$ cat config.mk
export PLATFORM = sky130hd
export DESIGN_NAME = median_sort_ctrl
export DESIGN_NICKNAME = d
export VERILOG_FILES = /design/src/rtl/median_sort_ctrl_pkg.sv /design/src/rtl/median_sort_ctrl_cmp_unit.sv /design/src/rtl/median_sort_ctrl.sv
export SDC_FILE = /design/constraint.sdc
export NUM_CORES = 1
export LEC_CHECK = 0
export ABC_AREA = 1
export BUFFER_PORTS_ARGS = -buffer_cell sky130_fd_sc_hd__buf_2
export CAP_MARGIN = 40
export CORE_MARGIN = 10
export CORE_UTILIZATION = 30
export CTS_CLUSTER_SIZE = 12
export DETAILED_ROUTE_END_ITERATION = 8
export PLACE_DENSITY_LB_ADDON = 0.1
export SLEW_MARGIN = 20
export SYNTH_ARGS = -nofsm -noshare
export SYNTH_HDL_FRONTEND = slang
export SYNTH_HIERARCHICAL = 1
export SYNTH_SLANG_ARGS = --single-unit
$ cat constraint.sdc
create_clock -name clk -period 2.4 [get_ports clk]
set_input_delay 0.24 -clock clk [delete_from_list [all_inputs] [get_ports clk]]
set_output_delay 0.24 -clock clk [all_outputs]
set_load 0.03 [all_outputs]
$ cat src/rtl/median_sort_ctrl_pkg.sv
// Shared definitions for the 9-sample median sorter.
// Holds the window geometry, sort schedule sizes, the controller state
// encoding and the pair-index lookup used by the sort sequencer.
package median_sort_ctrl_pkg;

  localparam int DATA_W_DEF      = 10;
  localparam int WIN             = 9;
  localparam int MED_IDX         = 4;
  localparam int NUM_PHASES      = 9;
  localparam int PAIRS_PER_PHASE = 4;

  typedef enum logic [1:0] {
    ST_LOAD  = 2'd0,
    ST_SORT  = 2'd1,
    ST_DRAIN = 2'd2,
    ST_OUT   = 2'd3
  } state_t;

  // Lower index of the compare pair.
  // Even phases use pairs (0,1),(2,3),(4,5),(6,7).
  // Odd phases use pairs (1,2),(3,4),(5,6),(7,8).
  // The upper index is always lo+1, so lo = 2*pair + odd.
  function automatic logic [3:0] pair_lo_idx(input logic odd_phase, input logic [1:0] pair);
    return {1'b0, pair, odd_phase};
  endfunction

endpackage

$ cat src/rtl/median_sort_ctrl_cmp_unit.sv
// cmp_unit: registered compare-exchange element.
//   clk, rst : clock and synchronous active-high reset (clears both outputs)
//   in1, in2 : operands
//   out1     : min(in1, in2), one cycle later
//   out2     : max(in1, in2), one cycle later
module cmp_unit
  import median_sort_ctrl_pkg::*;
#(
  parameter int DATA_W = DATA_W_DEF
) (
  input  logic              clk,
  input  logic              rst,
  input  logic [DATA_W-1:0] in1,
  input  logic [DATA_W-1:0] in2,
  output logic [DATA_W-1:0] out1,
  output logic [DATA_W-1:0] out2
);

  logic [DATA_W-1:0] out1_q, out1_d;
  logic [DATA_W-1:0] out2_q, out2_d;

  // When the operands are equal, taking the no-swap branch is harmless
  // because both outputs carry the same value.
  always_comb begin
    out1_d = in1;
    out2_d = in2;
    if (in2 < in1) begin
      out1_d = in2;
      out2_d = in1;
    end
  end

  always_ff @(posedge clk) begin
    if (rst) begin
      out1_q <= '0;
      out2_q <= '0;
    end else begin
      out1_q <= out1_d;
      out2_q <= out2_d;
    end
  end

  assign out1 = out1_q;
  assign out2 = out2_q;

endmodule

$ cat src/rtl/median_sort_ctrl.sv
// median_sort_ctrl: loads a 9-sample window, sorts it in place with a single
// time-shared compare-exchange unit using odd-even transposition, and
// presents the median.
//   clk, rst            : clock and synchronous active-high reset
//   in_data/in_valid    : sample input; transfers when in_valid && in_ready
//   in_ready            : high only while loading the window
//   out_data/out_valid  : median output; held until out_valid && out_ready
//   out_ready           : consumer handshake
//   busy                : high while sorting or draining the last compare
module median_sort_ctrl
  import median_sort_ctrl_pkg::*;
#(
  parameter int DATA_W = DATA_W_DEF
) (
  input  logic              clk,
  input  logic              rst,
  input  logic [DATA_W-1:0] in_data,
  input  logic              in_valid,
  output logic              in_ready,
  output logic [DATA_W-1:0] out_data,
  output logic              out_valid,
  input  logic              out_ready,
  output logic              busy
);

  state_t      state_q, state_d;
  logic [3:0]  cnt_q, cnt_d;
  logic [3:0]  phase_q, phase_d;
  logic [1:0]  pair_q, pair_d;

  // Write-back pipeline: carries the pair indices alongside the compare
  // unit so the result lands two edges after the issue.
  logic        wb_valid_q, wb_valid_d;
  logic [3:0]  wb_lo_q, wb_lo_d;
  logic [3:0]  wb_hi_q, wb_hi_d;

  logic                          issue;
  logic                          load_we;
  logic [3:0]                    lo_idx;
  logic [3:0]                    hi_idx;
  logic [WIN-1:0][DATA_W-1:0]    w_all;
  logic [DATA_W-1:0]             cmp_in1;
  logic [DATA_W-1:0]             cmp_in2;
  logic [DATA_W-1:0]             cmp_out1;
  logic [DATA_W-1:0]             cmp_out2;

  assign issue   = (state_q == ST_SORT);
  assign load_we = (state_q == ST_LOAD) && in_valid;
  assign lo_idx  = pair_lo_idx(phase_q[0], pair_q);
  assign hi_idx  = lo_idx + 4'd1;
  assign cmp_in1 = w_all[lo_idx];
  assign cmp_in2 = w_all[hi_idx];

  // The issue order means a pair never reads a register whose write-back
  // is still pending. A result issued in cycle k is written at edge k+2.
  // By then the next pair has already been read, and that next pair
  // never overlaps the previous one, so no forwarding path is required.
  cmp_unit #(
    .DATA_W(DATA_W)
  ) u_cmp (
    .clk (clk),
    .rst (rst),
    .in1 (cmp_in1),
    .in2 (cmp_in2),
    .out1(cmp_out1),
    .out2(cmp_out2)
  );

  // Window registers. Loading and write-back never coincide, because
  // write-backs only occur during SORT and DRAIN.
  for (genvar gi = 0; gi < WIN; gi++) begin : g_win
    localparam logic [3:0] IDX = 4'(gi);
    logic [DATA_W-1:0] w_q, w_d;

    always_comb begin
      w_d = w_q;
      if (load_we && (cnt_q == IDX)) begin
        w_d = in_data;
      end else if (wb_valid_q && (wb_lo_q == IDX)) begin
        w_d = cmp_out1;
      end else if (wb_valid_q && (wb_hi_q == IDX)) begin
        w_d = cmp_out2;
      end
    end

    always_ff @(posedge clk) begin
      if (rst) begin
        w_q <= '0;
      end else begin
        w_q <= w_d;
      end
    end

    assign w_all[gi] = w_q;
  end

  always_comb begin
    wb_valid_d = issue;
    wb_lo_d    = lo_idx;
    wb_hi_d    = hi_idx;
  end

  always_ff @(posedge clk) begin
    if (rst) begin
      state_q    <= ST_LOAD;
      cnt_q      <= '0;
      phase_q    <= '0;
      pair_q     <= '0;
      wb_valid_q <= 1'b0;
      wb_lo_q    <= '0;
      wb_hi_q    <= '0;
    end else begin
      state_q    <= state_d;
      cnt_q      <= cnt_d;
      phase_q    <= phase_d;
      pair_q     <= pair_d;
      wb_valid_q <= wb_valid_d;
      wb_lo_q    <= wb_lo_d;
      wb_hi_q    <= wb_hi_d;
    end
  end

  always_comb begin
    state_d   = state_q;
    cnt_d     = cnt_q;
    phase_d   = phase_q;
    pair_d    = pair_q;
    in_ready  = 1'b0;
    out_valid = 1'b0;
    busy      = 1'b0;
    out_data  = '0;

    case (state_q)
      ST_LOAD: begin
        in_ready = 1'b1;
        if (in_valid) begin
          if (cnt_q == 4'(WIN - 1)) begin
            cnt_d   = '0;
            state_d = ST_SORT;
          end else begin
            cnt_d = cnt_q + 4'd1;
          end
        end
      end

      ST_SORT: begin
        busy = 1'b1;
        if (pair_q == 2'(PAIRS_PER_PHASE - 1)) begin
          pair_d = '0;
          if (phase_q == 4'(NUM_PHASES - 1)) begin
            phase_d = '0;
            state_d = ST_DRAIN;
          end else begin
            phase_d = phase_q + 4'd1;
          end
        end else begin
          pair_d = pair_q + 2'd1;
        end
      end

      // One extra cycle lets the final issued pair be written back.
      ST_DRAIN: begin
        busy    = 1'b1;
        state_d = ST_OUT;
      end

      ST_OUT: begin
        out_valid = 1'b1;
        out_data  = w_all[MED_IDX];
        if (out_ready) begin
          state_d = ST_LOAD;
        end
      end

      default: begin
        state_d = ST_LOAD;
      end
    endcase
  end

endmodule

## After elaboration in Yosys (flattened, before gate mapping)

Index checks and enable logic that the tools add are counted.
W data, S select, Z words.

- Logic and storage cells: 151
- Bits of input ports: 14
- Bits in registers: 131

- Mux-type cells: 46
- $add $sub $neg: 4
- $lt $le $gt $ge: 3
- Equal/unequal tests: 34
- Reduce and logical (&&, ||, !) cells: 45

Operators with widths:

| operator | count |
|---|---|
| $mux W10 | 32 |
| $eq A4 B3 Y1 const B | 12 |
| $bmux W10 S4 | 1 |
| $bmux W10 S3 | 1 |
| $logic_and A1 B1 Y1 | 28 |
| $reduce_bool A3 Y1 | 9 |
| $eq A4 B2 Y1 const B | 6 |
| $eq A4 B4 Y1 const B | 4 |
| $eq A4 B1 Y1 const B | 3 |
| $logic_not A4 Y1 | 3 |
| $mux W2 | 6 |
| $lt A10 B10 Y1 | 1 |
| $add A4 B1 Y4 const B | 2 |
| $mux W4 | 2 |
| $pmux W2 S4 | 1 |
| $eq A2 B2 Y1 const B | 3 |
| $ne A2 B1 Y1 const B | 3 |
| $lt A3 B5 Y1 const B | 1 |
| $lt A4 B5 Y1 const B | 1 |
| $reduce_and A5 Y1 | 1 |
| $add A3 B1 Y4 const B | 1 |
| $ne A2 B2 Y1 const B | 2 |
| $reduce_and A2 Y1 | 2 |
| $mux W1 | 3 |
| 4 further kinds | 4 |

## Longest topological paths before layout

- Depth in word-level cells: 5
- Mapped depth: 19
- Depth with buffers taken out: 16

## Modules after synthesis

Netlist, hierarchy kept.

Modules (own cells, without submodules):

| module | times used | cells each | sequential area each (um^2) | area each (um^2) |
|---|---|---|---|---|
| median_sort_ctrl | 1 | 1613 | 2202.1 | 8707.1 |
| cmp_unit | 1 | 185 | 400.4 | 1187.4 |

## Least setup slack after synthesis

OpenSTA, ideal clock, no wires.

- Path type: register to register
- From: register pair_q[0]
- To: register u_cmp.out1_q[0], in the netlist u_cmp/out1[0]
- Stages on the path, launching flop included: 16
- Library setup time: 0.110 ns
- Slack: -0.061 ns
- Data arrival time: 2.351 ns
- Cells stage by stage: dfxtp_1 ha_1 clkbuf_1 clkbuf_1 a21oi_1 o21ai_0 nand3_1 nand3_1 nand2_1 ha_1 a21o_1 nor2_2 buf_2 nand4_1 nand2_1 nor2_1

- Word-level cells in the longest chain between the ends: 5
- Elaborated cells between the ends (all ways): 7
- Those cells by class: 1 x add/sub; 1 x order compare; 5 x mux

RTL lines:

| item | line | source |
|---|---|---|
| start: declaration | median_sort_ctrl.sv:29 | `logic [1:0] pair_q, pair_d;` |
| start signal: assignment | median_sort_ctrl.sv:116 | `pair_q <= pair_d;` |
| $add A3 B1 Y4 | median_sort_ctrl.sv:50 | `assign hi_idx = lo_idx + 4'd1;` |
| named net hi_idx[1] | median_sort_ctrl.sv:40 | `logic [3:0] hi_idx;` |
| $bmux W10 S4 | median_sort_ctrl.sv:52 | `assign cmp_in2 = w_all[hi_idx];` |
| $mux W10 (not written as such) | median_sort_ctrl.sv:52 |  |
| named net cmp_in2[9] | median_sort_ctrl.sv:43 | `logic [DATA_W-1:0] cmp_in2;` |
| $lt A10 B10 Y1 | median_sort_ctrl_cmp_unit.sv:27 | `if (in2 < in1) begin` |
| $mux W10 | median_sort_ctrl_cmp_unit.sv:27 |  |
| end signal: assignment | median_sort_ctrl_cmp_unit.sv:38 | `out1_q <= out1_d;` |
| end: declaration | median_sort_ctrl_cmp_unit.sv:19 | `logic [DATA_W-1:0] out1_q, out1_d;` |

The timed path passes the listed nets, and every way through them passes these cells. The select of a mux whose other input is x is not followed.
A chain may end at the register's enable or synchronous reset.

## Final worst setup path

- From: register phase_q[0]
- To: register u_cmp.out1_q[4], in the netlist u_cmp/out1[4]

- Word-level cells in the longest chain between the ends: 5
- Elaborated cells between the ends (all ways): 7
- Those cells by class: 1 x add/sub; 1 x order compare; 5 x mux

RTL lines:

| item | line | source |
|---|---|---|
| start: declaration | median_sort_ctrl.sv:28 | `logic [3:0] phase_q, phase_d;` |
| start signal: assignment | median_sort_ctrl.sv:115 | `phase_q <= phase_d;` |
| $add A3 B1 Y4 | median_sort_ctrl.sv:50 |  |
| named net hi_idx[1] | median_sort_ctrl.sv:40 |  |
| $bmux W10 S4 | median_sort_ctrl.sv:52 |  |
| $mux W10 (not written as such) | median_sort_ctrl.sv:52 |  |
| named net cmp_in2[7] | median_sort_ctrl.sv:43 |  |
| $lt A10 B10 Y1 | median_sort_ctrl_cmp_unit.sv:27 |  |
| $mux W10 | median_sort_ctrl_cmp_unit.sv:27 |  |

The timed path passes the listed nets, and every way through them passes these cells. The select of a mux whose other input is x is not followed.

==> flow_metrics.py <==
metrics = {
    "critical_path": {
        "critPathMaxFanout": 10,
        "reg2reg_depth": 17,
        "rrSetupSlack_ps": -260,
        "endpoint_kind": "flop",
        "startpoint": "phase_q[0]$_SDFFE_PP0P_",
        "r2r_start": "phase_q[0]$_SDFFE_PP0P_",
        "critical_path_required_ps": 2740,
        "critical_path_class": "reg -> reg",
        "crit_path_end": "u_cmp/out1[4]$_SDFF_PP0_",
        "cp.arrival_ps": 3000,
        "start_kind": "flop",
        "timing.rr.end": "u_cmp/out1[4]$_SDFF_PP0_",
    },
    "sta": {
        "fmaxAchievable_ghz": 0.376,
        "clock_skew_ps": 12.2,
        "period_share": 1.11,
        "setup_viol": 20,
        "grt_setup_unrepaired": "yes",
        "final-hold-violation-count": 0,
        "layout_setup_ws_ps": -257,
        "slew_headroom": 0.552,
        "fin_hold_ws_ps": 98.8,
        "tns_ps": -4440,
        "slew_viol_final": 0,
        "tightestPinTransition_ps": 669,
        "period_needed_ps": 2660,
    },
    "clock_tree": {
        "cts-htree-levels": 4,
        "cts-root-buf": "clkbuf_16",
        "cts.sinks": 130,
        "max-clock-path-buffers": 2,
        "clk_pin_slew_ps": 70,
        "insertion_delay_ps": 450,
        "tritoncts": "built",
        "cts_buffers": 17,
        "ctsHoldBuffers": 0,
    },
    "place": {
        "dp_hpwl_mm": 34.2,
        "numPortBuffers": 26,
        "pre_cts_slack_ps": -265,
        "gp_congestion": 0.969,
    },
    "global_routing": {
        "grtUsageTotal": 0.224,
        "first_global_vias": 10413,
        "grt_pass1_wl_mm": 68.2,
        "grt-ovfl-total": 0,
        "antenna_found_initial": 0,
        "grt_max_degree": 60,
    },
    "pwr": {
        "power_density_mw_per_mm2": 1160,
        "peakVddDrop_mv": 1.10,
        "totalPowerFinal_mw": 14.1,
        "p_leak_nw": 6.13,
    },
    "drt": {
        "wire_per_inst_microns": 20.4,
        "vias_per_cell": 5.03,
        "routed_wl_mm": 46.8,
        "drt_iter0_drc": 1346,
        "drcViolationCount": 0,
        "route.vias.total": 11585,
        "ant_nets": 0,
        "dr.pass1.iters": 6,
    },
    "logic_synthesis": {
        "synth_edf_count": 0,
        "syn_area_sq_mm": 0.00989,
        "synth_commonest_cells": "nand2_1, nor2_1, nand3_1",
        "syn_area_per_cell_sq_um": 5.50,
        "synth_area_leaders": "dfxtp_1, nand2_1, nor2_1",
        "yosysTopAreaCellShare": 0.263,
        "async_flop_share": 0,
        "syn_inst": 1798,
        "yosysSeqAreaShare": 0.263,
        "ys.flop_type": "dfxtp_1",
        "yosysUniqueCellTypes": 30,
        "yosys.area.top_type": "dfxtp_1",
        "synth_seq_cells": 130,
        "yosysMostFrequentCell": "nand2_1",
        "syn_nets": 1834,
        "ys_warn_count": 6,
    },
    "final_layout": {
        "seqCellArea_sq_mm": 0.00261,
        "antenna_cells": 0,
        "multi_input_area_sq_mm": 0.00642,
        "fillers": 3673,
        "fin_nets": 1883,
        "area_growth_pct": 23.6,
        "drive_gt1_frac": 0.144,
    },
    "outcome": {
        "outcome": "complete, but fails checks",
        "violations": "setup timing",
    },
    "min_path": {
        "min_path_type": "in -> reg",
        "hold_path_depth": 2,
    },
    "floorplan": {
        "die-area_sq_mm": 0.0406,
        "rows": 66,
        "die_w_microns": 202,
        "io_pins": 27,
        "coreArea_sq_mm": 0.0325,
        "fp.dieH_microns": 202,
        "start_util": 0.304,
    },
    "flow_run": {
        "max-cap-violations": 0,
    },
}
==> power by group <==
part | internal [mW] | switching [mW]
clock | 1.73 | 1.10
sequential | 2.52 | 0.354
combinational | 3.36 | 5.06
==> registers in the layout, indices dropped and copies added (netlist names) <==
name        count
state_q         2
cnt_q           4
wb_hi_q         4
pair_q          2
u_cmp/out2     10
phase_q         4
g_win.w_q      90
u_cmp/out1     10
wb_valid_q      1
wb_lo_q         3
==> worst min path at each step <==
stage / start / endpoint / slack (ps)
global route: rst / wb_lo_q[1]$_SDFF_PP0_ / 100
finish: rst / wb_lo_q[1]$_SDFF_PP0_ / 100
detailed placement: g_win[8].w_q[5]$_SDFFE_PP0P_ / g_win[8].w_q[5]$_SDFFE_PP0P_ / 490
CTS: rst / wb_lo_q[1]$_SDFF_PP0_ / 80
global placement: g_win[8].w_q[0]$_SDFFE_PP0P_ / g_win[8].w_q[0]$_SDFFE_PP0P_ / 480
floorplan: u_cmp/out2[7]$_SDFF_PP0_ / g_win[8].w_q[7]$_SDFFE_PP0P_ / 460
==> cells by family (layout without fill, tap and decap cells) <==
family,Yosys count,after routing,share of synthesized area
AO/OA/AOI/OAI,173,173,0.0957
XOR/XNOR,3,3,0.00266
adder cells (fa/ha/maj),22,22,0.0278
buffers and inverters,305,366,0.124
flip-flops,130,130,0.263
AND/OR/NAND/NOR,1165,1165,0.487
==> critical path: stages, from the launching register on <==
cell        delay, ps
dfxtp_4           370
ha_4              310
clkinvlp_4        150
buf_4             160
o211ai_1          100
nand3_2           140
nand3_2           110
nand2_2            80
ha_4              290
nand2_2            70
a21oi_4           160
nor2_4             50
buf_4             130
nand3_4           110
buf_12            140
nand2_1            60
inv_1              50
nor2_1             40
==> stage by stage <==
stage          cells   util  instance area (sq um)
2_1_floorplan   1798      -                   9900
3_3_place_gp    2258  0.337                  11000
6_report        2301  0.376                  12200
5_1_grt         2301  0.376                  12200
4_1_cts         2298  0.372                  12100
3_5_place_dp    2258  0.337                  11000
==> cell type report <==
type / instances / area share
well taps: 442 / 0.0452
inverters: 195 / 0.0606
multi-input cells: 1363 / 0.525
clock inverters: 9 / 0.0105
flip-flops and latches: 130 / 0.213
repair buffers: 140 / 0.105
clock buffers: 22 / 0.0396
==> routing by layer <==
| metal | part of all wire | wire length, microns | vias to the layer above | GRT usage |
|---|---|---|---|---|
| met2 | 0.46 | 21700 | 443 | 0.365 |
| met5 | 0 | 0 | - | 0 |
| met3 | 0.067 | 3140 | 84 | 0.0405 |
| met1 | 0.44 | 20400 | 5346 | 0.289 |
| li1 | - | - | 5712 | - |
| met4 | 0.032 | 1500 | 0 | 0.0819 |
==> cells in the final DEF, fill, tap and decap left out, types with 23 or more instances in the layout <==
master / n
nand2_1: 605
nor2_1: 284
inv_1: 180
nand3_1: 174
dfxtp_1: 128
buf_4: 85
a21oi_1: 71
o21ai_0: 52
nand3_2: 28
buf_2: 26
nand4_1: 23
==> repair_timing <==
action,in CTS,in global routing
pin swaps,5,28
resized for setup,88,30
setup endpoints to repair,20,20
buffers inserted,5,3
cloned,4,2
Note: power is estimated with default switching activity, not from simulation.
